===== config.mk =====
export PLATFORM = sky130hd
export DESIGN_NAME = canny_accel_gray_acc
export DESIGN_NICKNAME = d
export VERILOG_FILES = /design/src/rtl/canny_accel_pkg.sv /design/src/rtl/canny_accel_sync_fifo.sv /design/src/rtl/canny_accel_gray_acc.sv
export SDC_FILE = /design/constraint.sdc
export NUM_CORES = 1
export LEC_CHECK = 0
export ABC_AREA = 1
export BUFFER_PORTS_ARGS = -buffer_cell sky130_fd_sc_hd__buf_2
export CAP_MARGIN = 20
export CORE_MARGIN = 5
export CORE_UTILIZATION = 55
export CTS_CLUSTER_DIAMETER = 80
export DETAILED_ROUTE_END_ITERATION = 16
export HOLD_SLACK_MARGIN = 0.1
export MAX_ROUTING_LAYER = met4
export PLACE_DENSITY = 0.79
export SLEW_MARGIN = 20
export SYNTH_ARGS = -nofsm -noshare
export SYNTH_HDL_FRONTEND = slang
export SYNTH_SLANG_ARGS = --single-unit

===== constraint.sdc =====
create_clock -name clk -period 2.6 [get_ports clk]
set_input_delay 0.26 -clock clk [delete_from_list [all_inputs] [get_ports clk]]
set_output_delay 0.26 -clock clk [all_outputs]
set_load 0.03 [all_outputs]

===== src/rtl/canny_accel_pkg.sv =====
// Shared constants and arithmetic helpers for the canny_accel grayscale front end.
package canny_accel_pkg;

   // Default luma weights; they sum to 128 so a SHIFT of 7 normalises the result.
   localparam int unsigned COEF_R = 38;
   localparam int unsigned COEF_G = 75;
   localparam int unsigned COEF_B = 15;

   localparam int unsigned SR_W = 64;

   function automatic int unsigned acc_w(input int unsigned prod_w, input int unsigned n_terms);
      return prod_w + $clog2(n_terms);
   endfunction

   function automatic logic [SR_W-1:0] sat_round(input logic [SR_W-1:0] acc,
                                                  input int unsigned     shift,
                                                  input int unsigned     out_w);
      logic [SR_W-1:0] r;
      logic [SR_W-1:0] max_v;
      r     = (acc + (SR_W'(1) << (shift - 1))) >> shift;
      max_v = (SR_W'(1) << out_w) - SR_W'(1);
      return (r > max_v) ? max_v : r;
   endfunction

endpackage


===== src/rtl/canny_accel_sync_fifo.sv =====
// Small synchronous FIFO with full/empty flags and async active-high reset.
module canny_accel_sync_fifo
   import canny_accel_pkg::*;
#(
   parameter int unsigned WIDTH = 8,
   parameter int unsigned DEPTH = 2
) (
   input  logic             clk,
   input  logic             rst,
   input  logic             push_i,
   input  logic [WIDTH-1:0] din_i,
   input  logic             pop_i,
   output logic [WIDTH-1:0] dout_o,
   output logic             full_o,
   output logic             empty_o
);

   localparam int unsigned PTR_W = $clog2(DEPTH);
   localparam int unsigned CNT_W = PTR_W + 1;

   logic [WIDTH-1:0] mem_q [DEPTH];
   logic [PTR_W-1:0] wr_ptr_q;
   logic [PTR_W-1:0] rd_ptr_q;
   logic [CNT_W-1:0] cnt_q;
   logic             do_push;
   logic             do_pop;

   assign full_o  = (cnt_q == CNT_W'(DEPTH));
   assign empty_o = (cnt_q == '0);
   assign do_push = push_i && !full_o;
   assign do_pop  = pop_i && !empty_o;
   assign dout_o  = mem_q[rd_ptr_q];

   always_ff @(posedge clk or posedge rst) begin
      if (rst) begin
         for (int unsigned i = 0; i < DEPTH; i++) mem_q[i] <= '0;
         wr_ptr_q <= '0;
         rd_ptr_q <= '0;
         cnt_q    <= '0;
      end else begin
         if (do_push) begin
            mem_q[wr_ptr_q] <= din_i;
            wr_ptr_q        <= wr_ptr_q + PTR_W'(1);
         end
         if (do_pop) rd_ptr_q <= rd_ptr_q + PTR_W'(1);
         case ({do_push, do_pop})
            2'b10:   cnt_q <= cnt_q + CNT_W'(1);
            2'b01:   cnt_q <= cnt_q - CNT_W'(1);
            default: cnt_q <= cnt_q;
         endcase
      end
   end

endmodule


===== src/rtl/canny_accel_gray_acc.sv =====
// Sums N_TERMS weighted products per pixel, rounds/saturates to a gray sample and
// queues it; the multiplier is stalled via mul_ce whenever the output queue is full.
module canny_accel_gray_acc
   import canny_accel_pkg::*;
#(
   parameter int unsigned PROD_W     = 23,
   parameter int unsigned N_TERMS    = 3,
   parameter int unsigned SHIFT      = 7,
   parameter int unsigned OUT_W      = 8,
   parameter int unsigned FIFO_DEPTH = 2
) (
   input  logic              clk,
   input  logic              reset,
   input  logic [PROD_W-1:0] prod_in,
   input  logic              prod_valid,
   output logic              mul_ce,
   input  logic              sync_clr,
   output logic [OUT_W-1:0]  gray_out,
   output logic              gray_valid,
   input  logic              gray_ready,
   output logic [2:0]        term_idx
);

   localparam int unsigned ACC_W = acc_w(PROD_W, N_TERMS);

   logic [ACC_W-1:0] acc_q, acc_d;
   logic [2:0]       idx_q, idx_d;
   logic [ACC_W-1:0] acc_sum;
   logic             accept;
   logic             push;
   logic [OUT_W-1:0] push_data;
   logic             fifo_full;
   logic             fifo_empty;
   logic [OUT_W-1:0] fifo_head;

   assign accept  = prod_valid && mul_ce;
   assign acc_sum = acc_q + ACC_W'(prod_in);

   always_comb begin
      acc_d     = acc_q;
      idx_d     = idx_q;
      push      = 1'b0;
      push_data = OUT_W'(sat_round(SR_W'(acc_sum), SHIFT, OUT_W));
      if (sync_clr) begin
         acc_d = '0;
         idx_d = '0;
      end else if (accept) begin
         if (idx_q == 3'(N_TERMS - 1)) begin
            push  = 1'b1;
            acc_d = '0;
            idx_d = '0;
         end else begin
            acc_d = (idx_q == '0) ? ACC_W'(prod_in) : acc_sum;
            idx_d = idx_q + 3'd1;
         end
      end
   end

   always_ff @(posedge clk or posedge reset) begin
      if (reset) begin
         acc_q <= '0;
         idx_q <= '0;
      end else begin
         acc_q <= acc_d;
         idx_q <= idx_d;
      end
   end

   canny_accel_sync_fifo #(
      .WIDTH (OUT_W),
      .DEPTH (FIFO_DEPTH)
   ) u_fifo (
      .clk     (clk),
      .rst     (reset),
      .push_i  (push),
      .din_i   (push_data),
      .pop_i   (gray_valid && gray_ready),
      .dout_o  (fifo_head),
      .full_o  (fifo_full),
      .empty_o (fifo_empty)
   );

   // Full flag derives from the registered count only, so ready never reaches mul_ce combinationally.
   assign mul_ce     = !fifo_full;
   assign gray_valid = !fifo_empty;
   assign gray_out   = fifo_empty ? '0 : fifo_head;
   assign term_idx   = idx_q;

endmodule


==> metrics.txt, run 1 <==
outcome=finished, violations left; failing checks=setup timing; vias post-DR=~5400; routability cong.=~0.96; clock skew=0.0185 ns; DR WL/cell=15.0 um; diodes inserted=0; hold path depth=3; first-pass GRT wire length=~24000 um; Startpoint Class=flip-flop; H-tree depth=2; Max Cap Viol=0; Worst Tran Pin Value=about 0.68 ns; die height=102 um; CTS tree=done; Slew Limit Fails=0; synthesized netlist cell count=between 700 and 800; Buf+Inv Stages, Crit Path=2; setup ws final=-0.355 ns; largest net degree at the start of global routing=29; Yosys top cell area share=between 20% and 30%; Yosys cell types=33; DRT antenna net count=0; # setup viols final=16; FF-to-FF path depth=20; CP Cell Sequence=ha_4 -> fa_2 -> nand3_4 -> nand3_4 -> nand2_4 -> nand2_4 -> nand2_2 -> nand2_4 -> buf_6 -> nand3_4 -> nor2_4 -> buf_4 -> nand3_1 -> nand3_2 -> nor2_2 -> nand2_2 -> nor2_8 -> nand4_1 -> nand2_1 -> nand2_1; # port buffers=40; worst path arrival time=between 3 and 4 ns; Synth Cell Area=between 0.004 and 0.005 mm^2; global-route usage over all layers=between 20% and 30%; RSZ-0062 raised after global routing=true; sequential element share of the synthesized area=about a quarter; yosys warns=0; CTS Buf Count=5; clk sinks=between 40 and 50; Final Cycle Share=114%; total placed cells including tap cells=975; Peak VDD IR=approximately 430 uV; GR Overflow Total=0; Layout Nets=roughly 940; Finished Layout Cells=996; worst min-delay path class=in -> reg; Crit. End Element=flip-flop; vias in the first global route=between 5000 and 6000; FF+latch count, synth=48; post-layout util=76.1%; Fin. Hold Viols=0; Clock Latency Late Sink=roughly 0.32 ns; WP data required=around 2.8 ns; Area Growth Syn to Fin=34.5%; placed cell area=0.00565 mm^2; fraction of final layout cells sized beyond drive strength 1=between 30% and 40%; DIE WIDTH=a little over 100 um; Mean Syn Cell Area=between 6 and 7 um^2; Initial Util=roughly 57%; Setup CP Type=reg -> reg; drt pass-1 iters=5; crit-path max FO=8; Yosys top cell by area=dfrtp_1; maximum clock frequency=approximately 340 MHz; Final HPWL DP=10900 um; Die ar.=approximately 0.010 mm^2; top cells by area, synth=dfrtp_1 (26%), nand2_1 (21%), inv_1 (8.0%); Finished Cell Area=around 0.0063 mm^2; power per cell area=970 mW/mm^2; DRT iter0 DRCs=about 380; drt drc=0; Via density=between 5 and 6; cell row count=33; Tmin final=between 2 and 3 ns; Reg clk slew, reported paths=0.11 ns; CP peak stage delay=roughly 0.45 ns; Core Box Area=just over 0.008 mm^2; root buf cell=clkbuf_8; initial antenna violation count=0; sum of negative setup slack=-5.25 ns; Slowest cell on crit path=dfrtp_1; total stage count of the critical path=20; Slew HR=54.5%; total routed wirelength=roughly 15000 um; Leak=between 0.003 and 0.004 uW; Clock Tree Buf Depth=2; Synthesized Nets=just over 800; Ports=between 40 and 50; CP delay by family, top=simple AND/OR/NAND/NOR gates
==> state kept, by name, summed over array words and instances, names as in the netlist <==
register	count
acc_q	25
u_fifo.mem_q	16
term_idx	3
u_fifo.cnt_q	2
u_fifo.rd_ptr_q	1
u_fifo.wr_ptr_q	1
==> through the flow <==
| step | hold WS [ns] | power, uW | setup WS [ns] |
|---|---|---|---|
| 3_3_place_gp | 0.299 | 4770 | -0.332 |
| 4_1_cts | 0.271 | 5810 | -0.314 |
| 6_report | 0.271 | 6090 | -0.355 |
| 5_1_grt | 0.322 | 6540 | -0.500 |
| 3_5_place_dp | 0.307 | 4880 | -0.459 |
| 2_1_floorplan | 0.449 | 3470 | 0.000257 |
==> final cells by class <==
cell class,count,area (um^2)
tap,105,131
multi-input combinational,583,3430
sequential,48,1200
fill,655,1980
inverter,112,425
clock inverter,3,68.8
timing repair buffer,140,961
clock buffer,5,68.8
==> routing by layer <==
| metal | wire, um | vias to the layer above | global-route usage (%) |
|---|---|---|---|
| li1 | - | 2663 | - |
| met1 | 6210 | 2553 | 35.9 |
| met2 | 7600 | 166 | 50.7 |
| met3 | 796 | 26 | 3.41 |
| met4 | 286 | 0 | 8.38 |
| met5 | 0 | - | - |
==> cells in the mapped netlist, drive strengths merged <==
library cell  instances
mux2i                 3
nor2                 76
dfrtp                48
a21oi                25
nand3                70
inv                 110
nor3b                 1
xor2                  7
o21bai                1
and2                  1
ha                   25
nor3                 10
o21ai                51
nand2               286
xnor2                 6
fa                    1
clkbuf               11
nand4                17
o22ai                 2
or2                   1
clkinv                2
==> worst paths after layout <==
check / start / endpoint / slack, ns
min: prod_in[2] / acc_q[2] / 0.27
max reg2reg: acc_q[0] / u_fifo.mem_q[6] / -0.36
min in group asynchronous: reset / term_idx[2] / 0.50
max: acc_q[0] / u_fifo.mem_q[6] / -0.36
min reg2reg: u_fifo.mem_q[5] / u_fifo.mem_q[5] / 0.49
max in group asynchronous: reset / acc_q[18] / 1.34
==> cells by family after synthesis <==
group / Yosys count / synth area share, %
buffers and inverters: 123 / 9.88
adder cells (fa/ha/maj): 26 / 7.13
AO/OA/AOI/OAI: 79 / 8.65
AND/OR/NAND/NOR: 462 / 45.5
multiplexers: 3 / 0.643
flip-flops: 48 / 25.7
XOR/XNOR: 13 / 2.44
==> cell usage in the layout (no fill, tap or decap), types with 13 or more instances in the layout <==
master	netlist	layout
nand2_1	258	234
inv_1	99	97
buf_4	0	97
nor2_1	64	55
nand3_1	64	54
o21ai_0	50	50
dfrtp_1	48	48
nand2_2	26	41
buf_2	0	40
a21oi_1	24	22
ha_4	0	13
==> power by group <==
group,switching (uW),internal (uW)
Sequential,209,1000
Combinational,2460,1740
Clock,295,388
Total,2970,3130
==> worst min-delay path, stage by stage <==
cell     delay (ns)
buf_2          0.09
mux2i_1        0.07
o21ai_0        0.14
==> timing repair <==
item | 4_1_cts | 5_1_grt
hold buffers | 1 | 0
endpoints found under the setup margin | 16 | 16
endpoints found under the hold margin | 20 | 0
gates resized for setup | 34 | 45
buffers inserted | 9 | 3
pin swaps | 17 | 32
Power figures use the tool's default switching activity.
==> run 2: changes to the inputs <==
Settings changed: CELL_PAD_IN_SITES_DETAIL_PLACEMENT set to 1, CELL_PAD_IN_SITES_GLOBAL_PLACEMENT set to 2, CORE_UTILIZATION 55 to 30, PLACE_DENSITY 0.79 to 0.8.
==> metrics.txt, run 2 (same netlist as run 1, synthesis figures left out) <==
Net Sw Frac=48.8% (was 48.7%); # setup viols final=16 (unchanged); CP peak stage delay=0.42 ns (was 0.45 ns); fraction of final layout cells sized beyond drive strength 1=33.5% (was 31.0%); combinational share of power=67.8% (was 69.0%); Final HPWL DP=13300 um (was 10900 um); power per cell area=969 mW/mm^2 (was 970 mW/mm^2); cell row count=45 (was 33); first-pass GRT wire length=28200 um (was 23800 um); Finished Cell Area=0.00650 mm^2 (was 0.00628 mm^2); CP Cell Sequence=ha_4 -> nand3_2 -> nor2_2 -> inv_1 -> nand3_1 -> nand2_1 -> nand2_1 -> nand2_1 -> nand2_2 -> nand2_2 -> nor2_4 -> nand2_2 -> nor2_4 -> nand2_2 -> nand2_2 -> nand3_4 -> nor2_8 -> nand4_1 -> nand2_1 -> nand2_1 (was ha_4 -> fa_2 -> nand3_4 -> nand3_4 -> nand2_4 -> nand2_4 -> nand2_2 -> nand2_4 -> buf_6 -> nand3_4 -> nor2_4 -> buf_4 -> nand3_1 -> nand3_2 -> nor2_2 -> nand2_2 -> nor2_8 -> nand4_1 -> nand2_1 -> nand2_1); global-route usage over all layers=19.8% (was 29.3%); Clock Tree Buf Depth=2 (unchanged); Hold Startpoint=prod_in[16] (was prod_in[2]); Final Cycle Share=114% (about the same); Setup crit end=u_fifo.mem_q[9] (was u_fifo.mem_q[6]); vias post-DR=5311 (was 5408); vias in the first global route=5684 (was 5257); Pint=3220 uW (was 3130 uW); maximum clock frequency=336 MHz (was 338 MHz); hold_ws=0.300 ns (was 0.271 ns); dpl ws=-0.521 ns (was -0.459 ns); H-tree depth=2 (unchanged); placed cell area=0.00575 mm^2 (was 0.00565 mm^2); most frequent cells in the layout=nand2_1 (227), buf_4 (101), inv_1 (97) (was nand2_1 (234), inv_1 (97), buf_4 (97)); GR Overflow Total=0 (unchanged); Clock Latency Late Sink=0.31 ns (was 0.32 ns); setup ws final=-0.374 ns (was -0.355 ns); clk sinks=48 (unchanged); RSZ-0062 raised after global routing=true (unchanged); Max Cap Viol=0 (unchanged); CP delay by family, top=simple AND/OR/NAND/NOR gates (unchanged); power after layout=6300 uW (was 6090 uW); failing checks=setup timing (unchanged); crit-path max FO=8 (unchanged); Via density=4.81 (was 5.43); Area Growth Syn to Fin=39.2% (was 34.5%); Crit. End Element=flip-flop (unchanged); # port buffers=40 (unchanged); Setup CP Type=reg -> reg (unchanged); CTS Buf Count=5 (unchanged); DRT antenna net count=0 (unchanged); Core Box Area=0.0153 mm^2 (was 0.00826 mm^2); Initial Util=30.6% (was 56.6%); Tmin final=2.97 ns (was 2.96 ns); Slew HR=44.1% (was 54.5%); drt drc=0 (unchanged); Leak=0.00340 uW (was 0.00344 uW); Finished Layout Cells=1104 (was 996); routability cong.=0.899 (was 0.958); Ports=41 (unchanged); Reg clk slew, reported paths=0.08 ns (was 0.11 ns); outcome=finished, violations left (unchanged); DIE WIDTH=135 um (was 102 um); clock share of power=12.9% (was 11.2%); FF-to-FF path depth=20 (unchanged); switching pwr=3080 uW (was 2970 uW); flop2flop setup slack=-0.37 ns (was -0.36 ns); Reg with most FFs=acc_q (unchanged); Worst Tran Pin Value=0.837 ns (was 0.681 ns); total stage count of the critical path=20 (unchanged); largest net degree at the start of global routing=31 (was 29); Die ar.=0.0182 mm^2 (was 0.0104 mm^2); Buf+Inv Stages, Crit Path=1 (was 2); worst path arrival time=3.18 ns (was 3.16 ns); die height=135 um (was 102 um); worst r2r src=acc_q[2] (was acc_q[0]); Layout Nets=946 (was 944); CTS tree=done (unchanged); worst min-delay path class=in -> reg (unchanged); DRT iter0 DRCs=192 (was 377); total routed wirelength=17200 um (was 14900 um); root buf cell=clkbuf_16 (was clkbuf_8); total placed cells including tap cells=1077 (was 975); crit path from=acc_q[2] (was acc_q[0]); Slew Limit Fails=0 (unchanged); commonest non-fill, non-tap cell in the layout=nand2_1 (unchanged); WP data required=2.80 ns (was 2.81 ns); Slowest cell on crit path=dfrtp_1 (unchanged); Startpoint Class=flip-flop (unchanged); Peak VDD IR=334 uV (was 433 uV); Fin. Hold Viols=0 (unchanged); DR WL/cell=15.6 um (was 15.0 um); capture point of the worst reg-to-reg path=u_fifo.mem_q[9] (was u_fifo.mem_q[6]); max FFs per register=25 (unchanged); sequential share of power=19.3% (was 19.8%); drt pass-1 iters=4 (was 5); clock skew=0.00973 ns (was 0.0185 ns); diodes inserted=0 (unchanged); initial antenna violation count=0 (unchanged)
==> run 2: cell count changes in the layout (fill, tap and decap cells not counted), moves of 3 or more <==
cell,change
nand2_2,+13
clkbuf_16,+5
buf_4,+4
nor2_2,+12
clkbuf_8,-5
ha_1,-3
ha_4,+3
nand2_4,-6
nor2_1,-10
nand2_1,-7
==> run 2: final cells by class <==
cell class              instances  area (um^2)
fillers                      2027         8760
multi-input cells             583         3480
flip-flops and latches         48         1200
repair buffers                142          968
inverters                     112          420
well taps                     211          264
clock buffers                   5          125
clock inverters                 3         46.3
==> run 2: worst reg2reg max path: cells and delay by family (launching register included) <==
kind / cells / cell delay, ns
simple gates: 18 / 2.04
buf+inv: 1 / 0.06
flops: 1 / 0.42
fa+ha+maj: 1 / 0.32
==> run 2: per-stage QoR <==
stage	utilization (%)	TNS, ns
2_1_floorplan	-	0
6_report	42.6	-4.79
5_1_grt	42.6	-8.15
3_5_place_dp	37.7	-7.43
3_3_place_gp	37.7	-5.34
4_1_cts	41.1	-5.16
==> run 2: what timing repair did <==
action	4_1_cts	5_1_grt
setup buffers	10	8
resized for setup	56	37
hold buffers	1	0
endpoints found under the hold margin	18	0
endpoints found under the setup margin	16	16
pin swaps	27	24
==> run 2: how the worst min path moves through the flow <==
| stage | endpoint | slack [ns] | depth (start not counted) |
|---|---|---|---|
| global placement | term_idx[2] | 0.32 | 2 |
| floorplan | u_fifo.mem_q[2] | 0.45 | 2 |
| global route | acc_q[16] | 0.33 | 3 |
| finish | acc_q[16] | 0.30 | 3 |
| CTS | acc_q[13] | 0.29 | 3 |
| detailed placement | term_idx[0] | 0.32 | 2 |
==> run 2: layer usage <==
layer	global-route usage, %	part of all wire (%)	vias to the layer above
met3	1.38	1.6	21
met4	5.94	2.4	0
met2	36.5	52	55
met5	-	0	-
met1	23.1	44	2576
li1	-	-	2659
==> run 2: power groups by stage <==
stage | Combinational [uW] | Clock (uW) | Sequential, uW
detailed placement | 3780 | 0 | 1200
global placement | 3690 | 0 | 1180
global route | 4700 | 859 | 1250
finish | 4270 | 812 | 1220
CTS | 4070 | 837 | 1200
floorplan | 2330 | 0 | 1140
